$ cat src/rtl/load_return_unit_pkg.sv
// Shared opcodes, load funct3 codes, tracker state encoding and the
// alignment rule used by both the issue check and the formatter.
package load_return_unit_pkg;

  localparam int unsigned REG_W = 5;
  localparam int unsigned OPC_W = 7;
  localparam int unsigned F3_W  = 3;
  localparam int unsigned OFF_W = 2;

  localparam logic [OPC_W-1:0] OPC_LOAD   = 7'b0000011;
  localparam logic [OPC_W-1:0] OPC_STORE  = 7'b0100011;
  localparam logic [OPC_W-1:0] OPC_BRANCH = 7'b1100011;
  localparam logic [OPC_W-1:0] OPC_OP     = 7'b0110011;

  localparam logic [F3_W-1:0] FUNCT3_LB  = 3'b000;
  localparam logic [F3_W-1:0] FUNCT3_LH  = 3'b001;
  localparam logic [F3_W-1:0] FUNCT3_LW  = 3'b010;
  localparam logic [F3_W-1:0] FUNCT3_LBU = 3'b100;
  localparam logic [F3_W-1:0] FUNCT3_LHU = 3'b101;

  typedef enum logic [1:0] {
    ST_IDLE  = 2'd0,
    ST_WAIT  = 2'd1,
    ST_READY = 2'd2
  } state_e;

  // Halfwords need an even offset, words need offset zero.
  function automatic logic is_misaligned(input logic [F3_W-1:0] funct3,
                                         input logic [OFF_W-1:0] off);
    case (funct3)
      FUNCT3_LH, FUNCT3_LHU: return off[0];
      FUNCT3_LW:             return off != 2'b00;
      default:               return 1'b0;
    endcase
  endfunction

endpackage

$ cat src/rtl/load_formatter.sv
// Combinational load alignment and extension; a misaligned or undefined
// access yields zero. Shared with the forwarding path.
module load_formatter
  import load_return_unit_pkg::*;
#(
  parameter int unsigned XLEN = 32
) (
  input  logic [XLEN-1:0]  raw_i,
  input  logic [F3_W-1:0]  funct3_i,
  input  logic [OFF_W-1:0] off_i,
  output logic [XLEN-1:0]  data_o_c,
  output logic             misaligned_o_c
);

  logic [7:0]  byte_v;
  logic [15:0] half_v;

  always_comb begin
    byte_v         = 8'(raw_i >> {off_i, 3'b000});
    half_v         = off_i[1] ? raw_i[31:16] : raw_i[15:0];
    misaligned_o_c = is_misaligned(funct3_i, off_i);
    data_o_c       = '0;
    if (!misaligned_o_c) begin
      case (funct3_i)
        FUNCT3_LB:  data_o_c = {{(XLEN-8){byte_v[7]}}, byte_v};
        FUNCT3_LBU: data_o_c = {{(XLEN-8){1'b0}}, byte_v};
        FUNCT3_LH:  data_o_c = {{(XLEN-16){half_v[15]}}, half_v};
        FUNCT3_LHU: data_o_c = {{(XLEN-16){1'b0}}, half_v};
        FUNCT3_LW:  data_o_c = raw_i;
        default:    data_o_c = '0;
      endcase
    end
  end

endmodule

$ cat src/rtl/load_return_unit.sv
// Single-outstanding load tracker: captures a load issued from X, formats the
// dcache response and hands it to writeback over a valid/ack handshake.
module load_return_unit
  import load_return_unit_pkg::*;
#(
  parameter int unsigned XLEN           = 32,
  parameter int unsigned TIMEOUT_CYCLES = 64,
  parameter int unsigned CNT_W          = 7
) (
  input  logic             clk,
  input  logic             reset_n,
  input  logic             x_valid,
  input  logic [31:0]      x_inst,
  input  logic [XLEN-1:0]  x_addr,
  input  logic             pipe_stall_in,
  input  logic             dcache_resp_valid,
  input  logic [XLEN-1:0]  dcache_resp_data,
  input  logic             wb_ack,
  output logic             stall_out,
  output logic             load_valid,
  output logic [REG_W-1:0] load_rd,
  output logic [XLEN-1:0]  load_data,
  output logic             load_busy,
  output logic             err_misaligned,
  output logic             err_timeout
);

  state_e             state_q, state_d;
  logic [REG_W-1:0]   rd_q, rd_d;
  logic [F3_W-1:0]    funct3_q, funct3_d;
  logic [OFF_W-1:0]   off_q, off_d;
  logic [CNT_W-1:0]   cnt_q, cnt_d;
  logic [XLEN-1:0]    data_q, data_d;
  logic               err_mis_q, err_mis_d;
  logic               err_to_q, err_to_d;

  logic [OPC_W-1:0]   opc;
  logic [REG_W-1:0]   rs1, rs2, x_rd;
  logic [F3_W-1:0]    x_f3;
  logic               reads_rs2, is_mem, load_use, structural, stall_c, issue;
  logic [XLEN-1:0]    fmt_data;
  logic               unused_fmt_mis;
  logic               unused_bits;

  assign opc  = x_inst[6:0];
  assign x_rd = x_inst[11:7];
  assign x_f3 = x_inst[14:12];
  assign rs1  = x_inst[19:15];
  assign rs2  = x_inst[24:20];
  assign unused_bits = ^{x_inst[31:25], x_addr[XLEN-1:OFF_W]};

  // Hazards: true dependence on the tracked rd, or a second memory op while busy.
  assign reads_rs2  = (opc == OPC_OP) | (opc == OPC_BRANCH) | (opc == OPC_STORE);
  assign is_mem     = (opc == OPC_LOAD) | (opc == OPC_STORE);
  assign load_use   = (state_q != ST_IDLE) & x_valid & (rd_q != '0) &
                      ((rs1 == rd_q) | (reads_rs2 & (rs2 == rd_q)));
  assign structural = x_valid & is_mem &
                      ((state_q == ST_WAIT) | ((state_q == ST_READY) & !wb_ack));
  assign stall_c    = load_use | structural;
  assign issue      = x_valid & (opc == OPC_LOAD) & !pipe_stall_in & !stall_c;

  load_formatter #(.XLEN(XLEN)) u_fmt (
    .raw_i          (dcache_resp_data),
    .funct3_i       (funct3_q),
    .off_i          (off_q),
    .data_o_c       (fmt_data),
    .misaligned_o_c (unused_fmt_mis)
  );

  always_ff @(posedge clk or negedge reset_n) begin
    if (!reset_n) begin
      state_q   <= ST_IDLE;
      rd_q      <= '0;
      funct3_q  <= '0;
      off_q     <= '0;
      cnt_q     <= '0;
      data_q    <= '0;
      err_mis_q <= 1'b0;
      err_to_q  <= 1'b0;
    end else begin
      state_q   <= state_d;
      rd_q      <= rd_d;
      funct3_q  <= funct3_d;
      off_q     <= off_d;
      cnt_q     <= cnt_d;
      data_q    <= data_d;
      err_mis_q <= err_mis_d;
      err_to_q  <= err_to_d;
    end
  end

  always_comb begin
    state_d   = state_q;
    rd_d      = rd_q;
    funct3_d  = funct3_q;
    off_d     = off_q;
    cnt_d     = cnt_q;
    data_d    = data_q;
    err_mis_d = issue & is_misaligned(x_f3, x_addr[OFF_W-1:0]);
    err_to_d  = err_to_q;

    unique case (state_q)
      ST_IDLE: begin
        if (issue) state_d = ST_WAIT;
      end
      ST_WAIT: begin
        // Counter saturates so the sticky timeout flag is raised exactly once.
        if (cnt_q != CNT_W'(TIMEOUT_CYCLES)) cnt_d = cnt_q + CNT_W'(1);
        if (cnt_q == CNT_W'(TIMEOUT_CYCLES - 1)) err_to_d = 1'b1;
        if (dcache_resp_valid) begin
          state_d = ST_READY;
          data_d  = fmt_data;
        end
      end
      ST_READY: begin
        if (wb_ack) state_d = issue ? ST_WAIT : ST_IDLE;
      end
      default: state_d = ST_IDLE;
    endcase

    if (issue) begin
      rd_d     = x_rd;
      funct3_d = x_f3;
      off_d    = x_addr[OFF_W-1:0];
      cnt_d    = '0;
    end
  end

  assign stall_out      = stall_c;
  assign load_valid     = (state_q == ST_READY);
  assign load_busy      = (state_q != ST_IDLE);
  assign load_rd        = rd_q;
  assign load_data      = data_q;
  assign err_misaligned = err_mis_q;
  assign err_timeout    = err_to_q;

endmodule

$ cat config.mk
export PLATFORM = sky130hd
export DESIGN_NAME = load_return_unit
export DESIGN_NICKNAME = d
export VERILOG_FILES = /design/src/rtl/load_return_unit_pkg.sv /design/src/rtl/load_formatter.sv /design/src/rtl/load_return_unit.sv
export SDC_FILE = /design/constraint.sdc
export NUM_CORES = 1
export LEC_CHECK = 0
export CAP_MARGIN = 5
export CELL_PAD_IN_SITES_DETAIL_PLACEMENT = 1
export CELL_PAD_IN_SITES_GLOBAL_PLACEMENT = 1
export CORE_ASPECT_RATIO = 2
export CORE_MARGIN = 3
export CORE_UTILIZATION = 29
export CTS_CLUSTER_DIAMETER = 100
export DETAILED_ROUTE_END_ITERATION = 6
export PLACE_DENSITY_LB_ADDON = 0.1
export SYNTH_ARGS = -nofsm -noshare
export SYNTH_HDL_FRONTEND = slang
export SYNTH_SLANG_ARGS = --single-unit
$ cat constraint.sdc
create_clock -name clk -period 2.3 [get_ports clk]
set_input_delay 0.46 -clock clk [delete_from_list [all_inputs] [get_ports clk]]
set_output_delay 0.46 -clock clk [all_outputs]
set_load 0.05 [all_outputs]
==> results.cfg <==
[logic_synthesis]
synth.ff_latch_count = 53
synth_cells = 249
async_flop_share = 1.000
synthFlopType = dfrtp_1
synth_fp_nets = 353
yosys-top-cells-count = dfrtp_1, a221o_1, nor2_1
synth.yosys.seq_area_share = 0.4825
synth_area_leaders = dfrtp_1, a221o_1, mux2_2
synth_cell_types = 43
yosysWarnings = 0
synth_top_area_frac = 0.4825
synth_top_area_cell = dfrtp_1
synth-edff-count = 0
synth_area_per_cell_um2 = 11.04
synth.most_common_cell = dfrtp_1
syn_area_um2 = 2749

[timing]
max_slew_margin = 0.6140
rsz0062_at_grt = true
finalCritPeriodShare = 1.011
max_slew.worst_pin.slew_ns = 0.5768
setup_viol = 1
fmax_mhz = 429.9
fin_skew_ns = 0.009994
worst_slack_ns = -0.02628
finalCriticalPeriod_ns = 2.326
final-hold-violation-count = 0
final-max-slew-violation-count = 0

[layout]
drive_gt1_frac = 0.1937
diodes = 0
n_fill_cell = 1032
multi_input_area_um2 = 1405
syn_to_final_growth_pct = 58.58
utilization = 0.4772
layout.area.seq_um2 = 1330
instances_no_fill = 484
fin_nets = 485

[setup_path]
reg2reg_slack_ns = 0.11
crit_arrival_ns = 1.87
worst_setup_path_start_kind = flip-flop
r2r-start = load_rd[0]
r2r_cells = 9
cp_max_fo = 5
path_class = reg -> out
critPathRequiredTime_ns = 1.84
reg2reg_to = load_rd[1]
end_kind = primary output

[global_routing]
globalRouteTotalUtil = 0.1853
grt_max_degree = 43
gr-total-overflow = 0
grt_pass1_vias = 2787
antenna_found_initial = 0
grt_pass1_wl_mm = 14.75

[drt]
routedWlPerCell_um = 19.74
drc_errors = 0
antenna_left = 0
vias = 2553
firstDrtPassIters = 4
routed_wl_mm = 9.552
drtIter0Drc = 178
viasPerCell = 5.275

[clocking]
clk_latency_ns = 0.31
cts_hold_buffers = 0
cts_buffers = 5
clockBufferDepth = 2
cts_max_level = 2
cts.clk_slew.worst_paths_ns = 0.08
cts_sinks = 53
clockRootBuffer = clkbuf_16
cts_tree = built

[die]
die-area_um2 = 10750
start_util = 0.3009
fp.dieW_um = 74.85
die_y_um = 143.7
coreArea_um2 = 9135
rows = 49
num_io_pins = 144

[place]
pre_cts_slack_ns = -0.3454
io_buffer_count = 106
post-place-cells = 466
hpwl_mm = 7.444
routabilityCongestion = 0.8074

[run_status]
violations = negative setup slack
status = finished, violations left

[hold_path]
hp-class = in -> async

[power_and_ir_drop]
max-vdd-ir-drop_mv = 0.3175
powerDensity_nw_per_um2 = 639.3
p_leak_nw = 1.930

[run]
maxCapViolCount = 0
[cell type report]
cell class / instances / share of cell area
clock buffer: 5 / 0.02870
clock inverter: 3 / 0.01148
inverter: 3 / 0.002583
multi-input combinational: 183 / 0.3223
sequential: 53 / 0.3051
tap: 102 / 0.02928
timing repair buffer: 135 / 0.3005
[worst max path at each step]
stage	from	endpoint	slack [ns]
global placement	dcache_resp_data[31]	load_data[18]	-0.33
CTS	load_rd[3]	stall_out	-0.03
floorplan	load_rd[1]	stall_out	0.008
detailed placement	dcache_resp_data[31]	load_data[17]	-0.35
finish	load_rd[3]	stall_out	-0.03
global route	load_rd[4]	stall_out	-0.11
[kinds of logic (layout without fill, tap and decap cells)]
group	after synthesis	after routing	share of synthesized area
simple gates	75	75	0.1438
compound gates	71	71	0.2089
flops	53	53	0.4825
mux	19	19	0.08148
xor+xnor	16	16	0.05098
buf+inv	13	146	0.02321
fa+ha+maj	2	2	0.009102
[stage by stage]
step / power [W] / TNS [ns] / area, µm² / hold slack, ns
2_1_floorplan: 0.001521 / 0 / 2749 / 0.1644
3_3_place_gp: 0.001890 / -9.774 / 4045 / 0.4621
3_5_place_dp: 0.001897 / -10.99 / 4045 / 0.4687
4_1_cts: 0.002821 / -0.03080 / 4307 / 0.1534
5_1_grt: 0.002913 / -0.1117 / 4359 / 0.1587
6_report: 0.002787 / -0.02628 / 4359 / 0.1269
[critical path: stages (launching register included)]
cell and delay [ns]:
dfrtp_2 0.45, or4_4 0.50, o21ai_4 0.18, nor2_2 0.06, o21a_1 0.22, buf_12 0.15
[placed cells by master, fill, tap and decap left out, types with 3 or more instances in the layout]
cell | netlist | routed
dlymetal6s2s_1 | 0 | 6
mux2i_1 | 7 | 7
nand2_1 | 13 | 13
xor2_1 | 7 | 7
xnor2_1 | 9 | 9
buf_4 | 1 | 27
a21oi_1 | 15 | 15
nor2_1 | 23 | 22
nand3_1 | 4 | 4
dlygate4sd2_1 | 0 | 4
dfrtp_1 | 53 | 50
and2_2 | 7 | 7
nand2b_1 | 7 | 7
clkdlybuf4s50_1 | 0 | 94
a221o_1 | 24 | 24
nor2b_1 | 3 | 3
mux2_2 | 9 | 9
o21ai_0 | 11 | 11
a22o_1 | 9 | 9
nor3_2 | 2 | 5
dfrtp_2 | 0 | 3
inv_1 | 3 | 3
clkbuf_16 | 0 | 5
[registers in the layout, summed over array words and instances, names as in the netlist]
| signal | count |
|---|---|
| cnt_q | 7 |
| err_misaligned | 1 |
| err_timeout | 1 |
| funct3_q | 3 |
| load_data | 32 |
| load_rd | 5 |
| off_q | 2 |
| state_q | 2 |
[metal layers]
layer  wire length (µm)  track usage  up-vias
li1                   -            -     1184
met1               3076       0.1808     1270
met2               5898       0.3790       93
met3                468      0.02731        6
met4                109      0.04597        0
met5                  0            0        -
[repair_timing]
item | in CTS | in global routing
buffers inserted | 8 | 2
gates resized for setup | 12 | 11
pin swaps | 13 | 8
endpoints found under the hold margin | 0 | 0
gates cloned | 0 | 0
setup endpoints to repair | 17 | 10
[power breakdown]
group          switching (W)  internal, W
combinational       0.000454     0.000351
sequential         0.0000626      0.00101
clock               0.000380     0.000524
Power figures use the tool's default switching activity.
